$ cat src/rtl/bp_be_issue_queue.sv
// Speculative issue queue between the FE and the BE hazard detector.
// Entries are written at wptr, issued at rptr and retired at cptr, so a replay can rewind rptr to cptr.
module bp_be_issue_queue #(
    parameter int els_p         = 8,
    parameter int vaddr_width_p = 39,
    localparam int ptr_width_lp = $clog2(els_p) + 1
) (
    input  logic                      clk_i,
    input  logic                      reset_n_i,

    input  logic                      fe_v_i,
    input  logic [31:0]               fe_instr_i,
    input  logic [vaddr_width_p-1:0]  fe_pc_i,
    output logic                      fe_ready_and_o,

    output logic                      isd_v_o,
    output logic [31:0]               isd_instr_o,
    output logic [vaddr_width_p-1:0]  isd_pc_o,
    output logic [4:0]                isd_rs1_addr_o,
    output logic [4:0]                isd_rs2_addr_o,
    output logic [4:0]                isd_rs3_addr_o,
    output logic [4:0]                isd_rd_addr_o,

    input  logic                      dispatch_v_i,
    input  logic                      commit_v_i,
    input  logic                      replay_v_i,
    input  logic                      flush_v_i,

    output logic [ptr_width_lp-1:0]   occupancy_o,
    output logic                      err_o
);

    localparam int idx_width_lp = ptr_width_lp - 1;
    localparam int entry_width_lp = 32 + vaddr_width_p;

    logic [entry_width_lp-1:0] r_mem [els_p];
    logic [ptr_width_lp-1:0]   r_wptr, r_rptr, r_cptr;
    logic                      r_err;

    logic [ptr_width_lp-1:0]   w_occ;
    logic                      w_full;
    logic                      w_isd_v;
    logic                      w_enq;
    logic                      w_issue;
    logic                      w_commit;
    logic                      w_bad_commit;
    logic [ptr_width_lp-1:0]   w_wptr_nxt, w_rptr_nxt, w_cptr_nxt;
    logic [entry_width_lp-1:0] w_head;

    assign w_occ   = r_wptr - r_cptr;
    assign w_full  = (w_occ == ptr_width_lp'(els_p));
    assign w_isd_v = (r_rptr != r_wptr);

    // Full is judged on current occupancy; a same-cycle commit frees space only next cycle.
    assign w_enq        = fe_v_i & ~w_full & ~flush_v_i;
    assign w_issue      = dispatch_v_i & w_isd_v & ~replay_v_i & ~flush_v_i;
    assign w_commit     = commit_v_i & ~flush_v_i & (r_cptr != r_rptr);
    assign w_bad_commit = commit_v_i & ~flush_v_i & (r_cptr == r_rptr);

    always_comb begin
        w_wptr_nxt = r_wptr;
        w_rptr_nxt = r_rptr;
        w_cptr_nxt = r_cptr;
        if (flush_v_i) begin
            w_rptr_nxt = r_wptr;
            w_cptr_nxt = r_wptr;
        end else begin
            w_wptr_nxt = r_wptr + ptr_width_lp'(w_enq);
            w_cptr_nxt = r_cptr + ptr_width_lp'(w_commit);
            // Replay lands on the oldest entry still uncommitted after this cycle's commit.
            if (replay_v_i) w_rptr_nxt = w_cptr_nxt;
            else            w_rptr_nxt = r_rptr + ptr_width_lp'(w_issue);
        end
    end

    always_ff @(posedge clk_i or negedge reset_n_i) begin
        if (!reset_n_i) begin
            r_wptr <= '0;
            r_rptr <= '0;
            r_cptr <= '0;
            r_err  <= 1'b0;
        end else begin
            r_wptr <= w_wptr_nxt;
            r_rptr <= w_rptr_nxt;
            r_cptr <= w_cptr_nxt;
            if (w_bad_commit) r_err <= 1'b1;
        end
    end

    always_ff @(posedge clk_i) begin
        if (w_enq) r_mem[r_wptr[idx_width_lp-1:0]] <= {fe_instr_i, fe_pc_i};
    end

    assign w_head = r_mem[r_rptr[idx_width_lp-1:0]];

    assign fe_ready_and_o = ~w_full;
    assign isd_v_o        = w_isd_v;
    assign isd_instr_o    = w_head[entry_width_lp-1:vaddr_width_p];
    assign isd_pc_o       = w_head[vaddr_width_p-1:0];
    assign isd_rs1_addr_o = isd_instr_o[19:15];
    assign isd_rs2_addr_o = isd_instr_o[24:20];
    assign isd_rs3_addr_o = isd_instr_o[31:27];
    assign isd_rd_addr_o  = isd_instr_o[11:7];
    assign occupancy_o    = w_occ;
    assign err_o          = r_err;

endmodule

$ cat config.mk
export PLATFORM = sky130hd
export DESIGN_NAME = bp_be_issue_queue
export DESIGN_NICKNAME = d
export VERILOG_FILES = /design/src/rtl/bp_be_issue_queue.sv
export SDC_FILE = /design/constraint.sdc
export NUM_CORES = 1
export LEC_CHECK = 0
export BUFFER_PORTS_ARGS = -buffer_cell sky130_fd_sc_hd__buf_2
export CORE_UTILIZATION = 33
export CTS_CLUSTER_DIAMETER = 80
export CTS_CLUSTER_SIZE = 12
export DETAILED_ROUTE_END_ITERATION = 7
export GPL_ROUTABILITY_DRIVEN = 1
export PLACE_DENSITY = 0.6
export SYNTH_ARGS = -nofsm -noshare
export SYNTH_HDL_FRONTEND = slang
export SYNTH_SLANG_ARGS = --single-unit
$ cat constraint.sdc
create_clock -name clk_i -period 30.4 [get_ports clk_i]
set_input_delay 6.08 -clock clk_i [delete_from_list [all_inputs] [get_ports clk_i]]
set_output_delay 6.08 -clock clk_i [all_outputs]
set_load 0.05 [all_outputs]
After elaboration in Yosys (flattened, before gate mapping)
Memories as Yosys holds them, arrays and structs flattened.
Index checks and enable logic that the tools add are counted.
W data, S select, Z words.

word-level totals
  latch bits = 0
  bits in writable memories = 568
  output and inout port bits = 98
  register bits after elaboration = 13
  bits of input ports = 78
  logic and storage cells = 29
  memories kept = 1
  bits in read-only memories = 0

memory list
  name   depth  width  read ports  clocked after memory_dff  wr ports  RTL line  text
  r_mem  8      71     1           0                         1         36        logic [entry_width_lp-1:0] r_mem [els_p];

cells by class
  divide/modulo/power cells = 0
  add/subtract/negate cells = 4
  $lt $le $gt $ge = 0
  shift operators = 0
  multiply operators = 0
  multiplexer cells = 5
  bitwise gates (word level) = 11
  equal/unequal tests = 4
  reduce and logical (&&, ||, !) cells = 0

operators by type and width
  operator              number
  $add A4 B1 Y4         3
  $mux W4               3
  $and A1 B1 Y1         8
  $ne A4 B4 Y1          2
  $eq A4 B4 Y1          1
  $eq A4 B4 Y1 const B  1
  $sub A4 B4 Y4         1
  $not A1 Y1            3
  $mux W1               2

Logic depth before layout (Yosys ltp)
  word-level depth = 7
  mapped depth = 14

Least setup slack after synthesis
Ideal clock, no wire load.

  path kind = input-to-reg
  start = input port flush_v_i
  end = memory r_mem[6][0] (netlist bit) (enable)
  required time = 29699 ps
  setup slack = 15883 ps
  setup time = 701 ps
  arrival time = 13816 ps
  cell stages on the path = 4
  path buffers = 1
  cell sequence = clkbuf_1 nor2b_1 nand2_1 nor4b_1

on the way
  cells in the longest elaborated chain, start to end = 4

RTL lines
  item                           RTL line  text
  from (decl)                    27        input logic flush_v_i,
  $not A1 Y1                     55        assign w_enq = fe_v_i & ~w_full & ~flush_v_i;
  $and A1 B1 Y1                  55
  $mux W1                        91        if (w_enq) r_mem[r_wptr[idx_width_lp-1:0]] <= {fe_instr_i, fe_pc_i};
  $mux W1 (implied by the code)  91
  to (decl)                      36

No other way between the ends.

Final worst setup path
  start = register r_rptr[1]
  end = output port isd_instr_o[30]

on the way
  cells in the longest elaborated chain, start to end = 1

RTL lines
  item                    RTL line  text
  from (decl)             37        logic [ptr_width_lp-1:0] r_wptr, r_rptr, r_cptr;
  from (signal assigned)  84        r_rptr <= w_rptr_nxt;
  $mem_v2 Z8 W71          -
  to (decl)               17        output logic [31:0] isd_instr_o,

No other way between the ends.

==> out/metrics.csv <==
metric;value;unit
#FFs+latches synth;581;
Layout Area Growth over Synthesis;14.3;%
hold crit path type;reg2reg;
Post-synth top flop;edfxtp_1;
final non-filler cell total;2032;
Critical Path RT;24.32;ns
Initial DRT Pass Iterations;5;
Max IR drop VDD;0.0844;mV
register clock-pin slew on the reported worst setup and hold paths;0.06;ns
commonest non-fill, non-tap cell in the layout;edfxtp_1;
endpoint class of the critical path;output pin;
max layer used;met5;
cts repair resizes;0;
cell mode on critical path;buf_4;
Seq/Total Area, Yosys;76.6;%
vias in the first global route;10666;
GRT Util Overall;13.2;%
hold_sp;err_o;
Hold Violations, Final;0;
distinct cell type count of the synthesized netlist;35;
FMAX;99.2;MHz
Worst Skew;0.0271;ns
total negative slack;0;ns
sw frac;37.5;%
worst-case clock buffer depth;3;
RSZ-0062 raised after global routing;no;
Iteration-0 DRC Markers;731;
die height;264;um
TritonCTS Buffers;56;
max incr delay on CP;0.89;ns
sequential power share;37.6;%
initial cell density of the core;33.6;%
H-tree levels;2;
boundary pin count;176;
leak pwr;8.45;nW
worst r2r src;r_rptr[1];
PortBufs;175;
CP Class;reg2out;
# clock sinks;581;
number of flops mapped to enable cells by yosys;568;
layout cell share with drive strength beyond 1;42.2;%
crit-path max FO;56;
Nets;1227;
Tmin final;10.08;ns
antenna violations before repair;7;
Syn Nets;1038;
Tcrit/Tclk final;33.2;%
status;finished, final reports clean;
critical-path cell list;buf_4, buf_4, mux4_2, mux2_2, buf_2;
Inst Count DP;1954;
root buffer cell;clkbuf_16;
max-slew violations;0;
Least-Margin Pin Slew;1.05;ns
Startpoint Class;flip-flop;
mapped cell area;22700;um2
Syn Area/Cell;23.9;um2
Residual DRC;0;
DR vias/cell;4.83;
DP Wirelength;25.1;mm
combinational fraction of design power;39.3;%
Clock power frac;23.1;%
GP Congestion;0.735;
power per cell area;102;nW/um2
antenna viol nets, final;0;
Die Area;69800;um2
CP startpoint;r_rptr[1];
Setup Buffers After CTS;0;
WL met3;2.47;mm
cell count after synthesis;950;
CTS tree;done;
NetSw;0.996;mW
final wirelength;46.0;mm
Slew HR;30.1;%
Synth Warn #;0;
met2 WL;23.2;mm
row cnt;95;
Max-Cap Viols;0;
most frequent cells in the layout;edfxtp_1 (568), buf_2 (175), mux4_2 (142), mux2_4 (60), clkbuf_16 (57);
Pint;1.66;mW
Core Region;67600;um2
CP max stage cell;dfrtp_4;
via count;9813;
clock latency on the worst-skew pair;0.61;ns
first-pass GRT wire length;68.2;mm
final number of setup-violating endpoints;0;
largest net degree at the start of global routing;57;
asr flop ratio synth;2.24;%
Hold Buf Count CTS;0;
grt total ovfl;0;
wire length on met1;19.3;mm
WL/cell;22.6;um
CP arrival;4.00;ns
chip width;264;um
-- power by group through the flow --
stage | clock network (mW) | registers [mW] | logic (mW)
5_1_grt | 0.658 | 1.01 | 1.10
6_report | 0.613 | 0.998 | 1.04
4_1_cts | 0.633 | 1.00 | 1.07
2_1_floorplan | 0 | 0.994 | 0.906
3_3_place_gp | 0 | 1.01 | 1.06
3_5_place_dp | 0 | 1.02 | 1.07
-- critical path: cells and delay by family, from the launching register on --
kind	cells	cell delay, ns
mux	2	0.70
buf+inv	3	1.70
flops	1	0.89
-- sequential cells by signal, summed over array words and instances, names as in the netlist --
register,count
err_o,1
r_cptr,4
r_mem,568
r_rptr,4
r_wptr,4
-- synthesized netlist by cell type (6+ instances only) --
cell	number	share of area, %
buf_12	7	0.62
buf_2	22	0.49
buf_4	21	0.69
clkbuf_1	14	0.23
dfrtp_1	13	1.4
edfxtp_1	568	75
ha_1	9	0.50
inv_1	12	0.20
mux2_2	12	0.60
mux2_4	60	4.0
mux4_2	142	14
nand2_1	6	0.099
o21ai_0	7	0.15
xnor2_1	8	0.31
xor2_1	8	0.31
-- cell type report --
| class | count | area, um2 |
|---|---|---|
| clock inverters | 7 | 56.3 |
| well taps | 873 | 1090 |
| flip-flops and latches | 581 | 17400 |
| repair buffers | 198 | 1050 |
| diodes | 3 | 7.51 |
| multi-input cells | 290 | 4840 |
| inverters | 12 | 45.0 |
| clock buffers | 68 | 1470 |
| fillers | 6050 | 41700 |
-- final timing paths --
kind	to	slack, ns	cells past startpoint
max in group asynchronous	r_rptr[0]	24.79	1
hold / removal	err_o	0.48	1
setup / recovery	isd_instr_o[30]	20.32	5
hold reg to reg	err_o	0.48	1
min in group asynchronous	r_wptr[3]	5.35	1
setup reg to reg	r_cptr[2]	26.31	9
-- per-layer routing --
layer  GRT usage [%]  up-vias
li1                -     4328
met1            16.2     5189
met2            22.8      206
met3            3.41       78
met4            3.88       12
met5               0        -
-- metrics by stage --
step                cell area, um2  setup slack [ns]  total power [mW]  util [%]  hold WS [ns]
floorplan                    22700             15.88              1.90         -         0.520
global placement             24400             20.87              2.08      36.1         0.454
detailed placement           24400             20.85              2.08      36.1         0.475
CTS                          25900             20.15              2.70      38.4         0.489
global route                 25900             20.11              2.77      38.4         0.505
finish                       26000             20.32              2.65      38.4         0.483
-- cell families (layout without fill, tap and decap cells) --
logic type	after synthesis	count (layout)	synth area share [%]
AO/OA/AOI/OAI	13	13	0.331
XOR/XNOR	16	16	0.617
adder cells (fa/ha/maj)	10	10	0.584
buffers and inverters	79	285	2.31
flip-flops	581	581	76.6
multiplexers	216	216	18.7
other	0	3	0
AND/OR/NAND/NOR	35	35	0.849
Note: power is estimated with default switching activity, not from simulation.
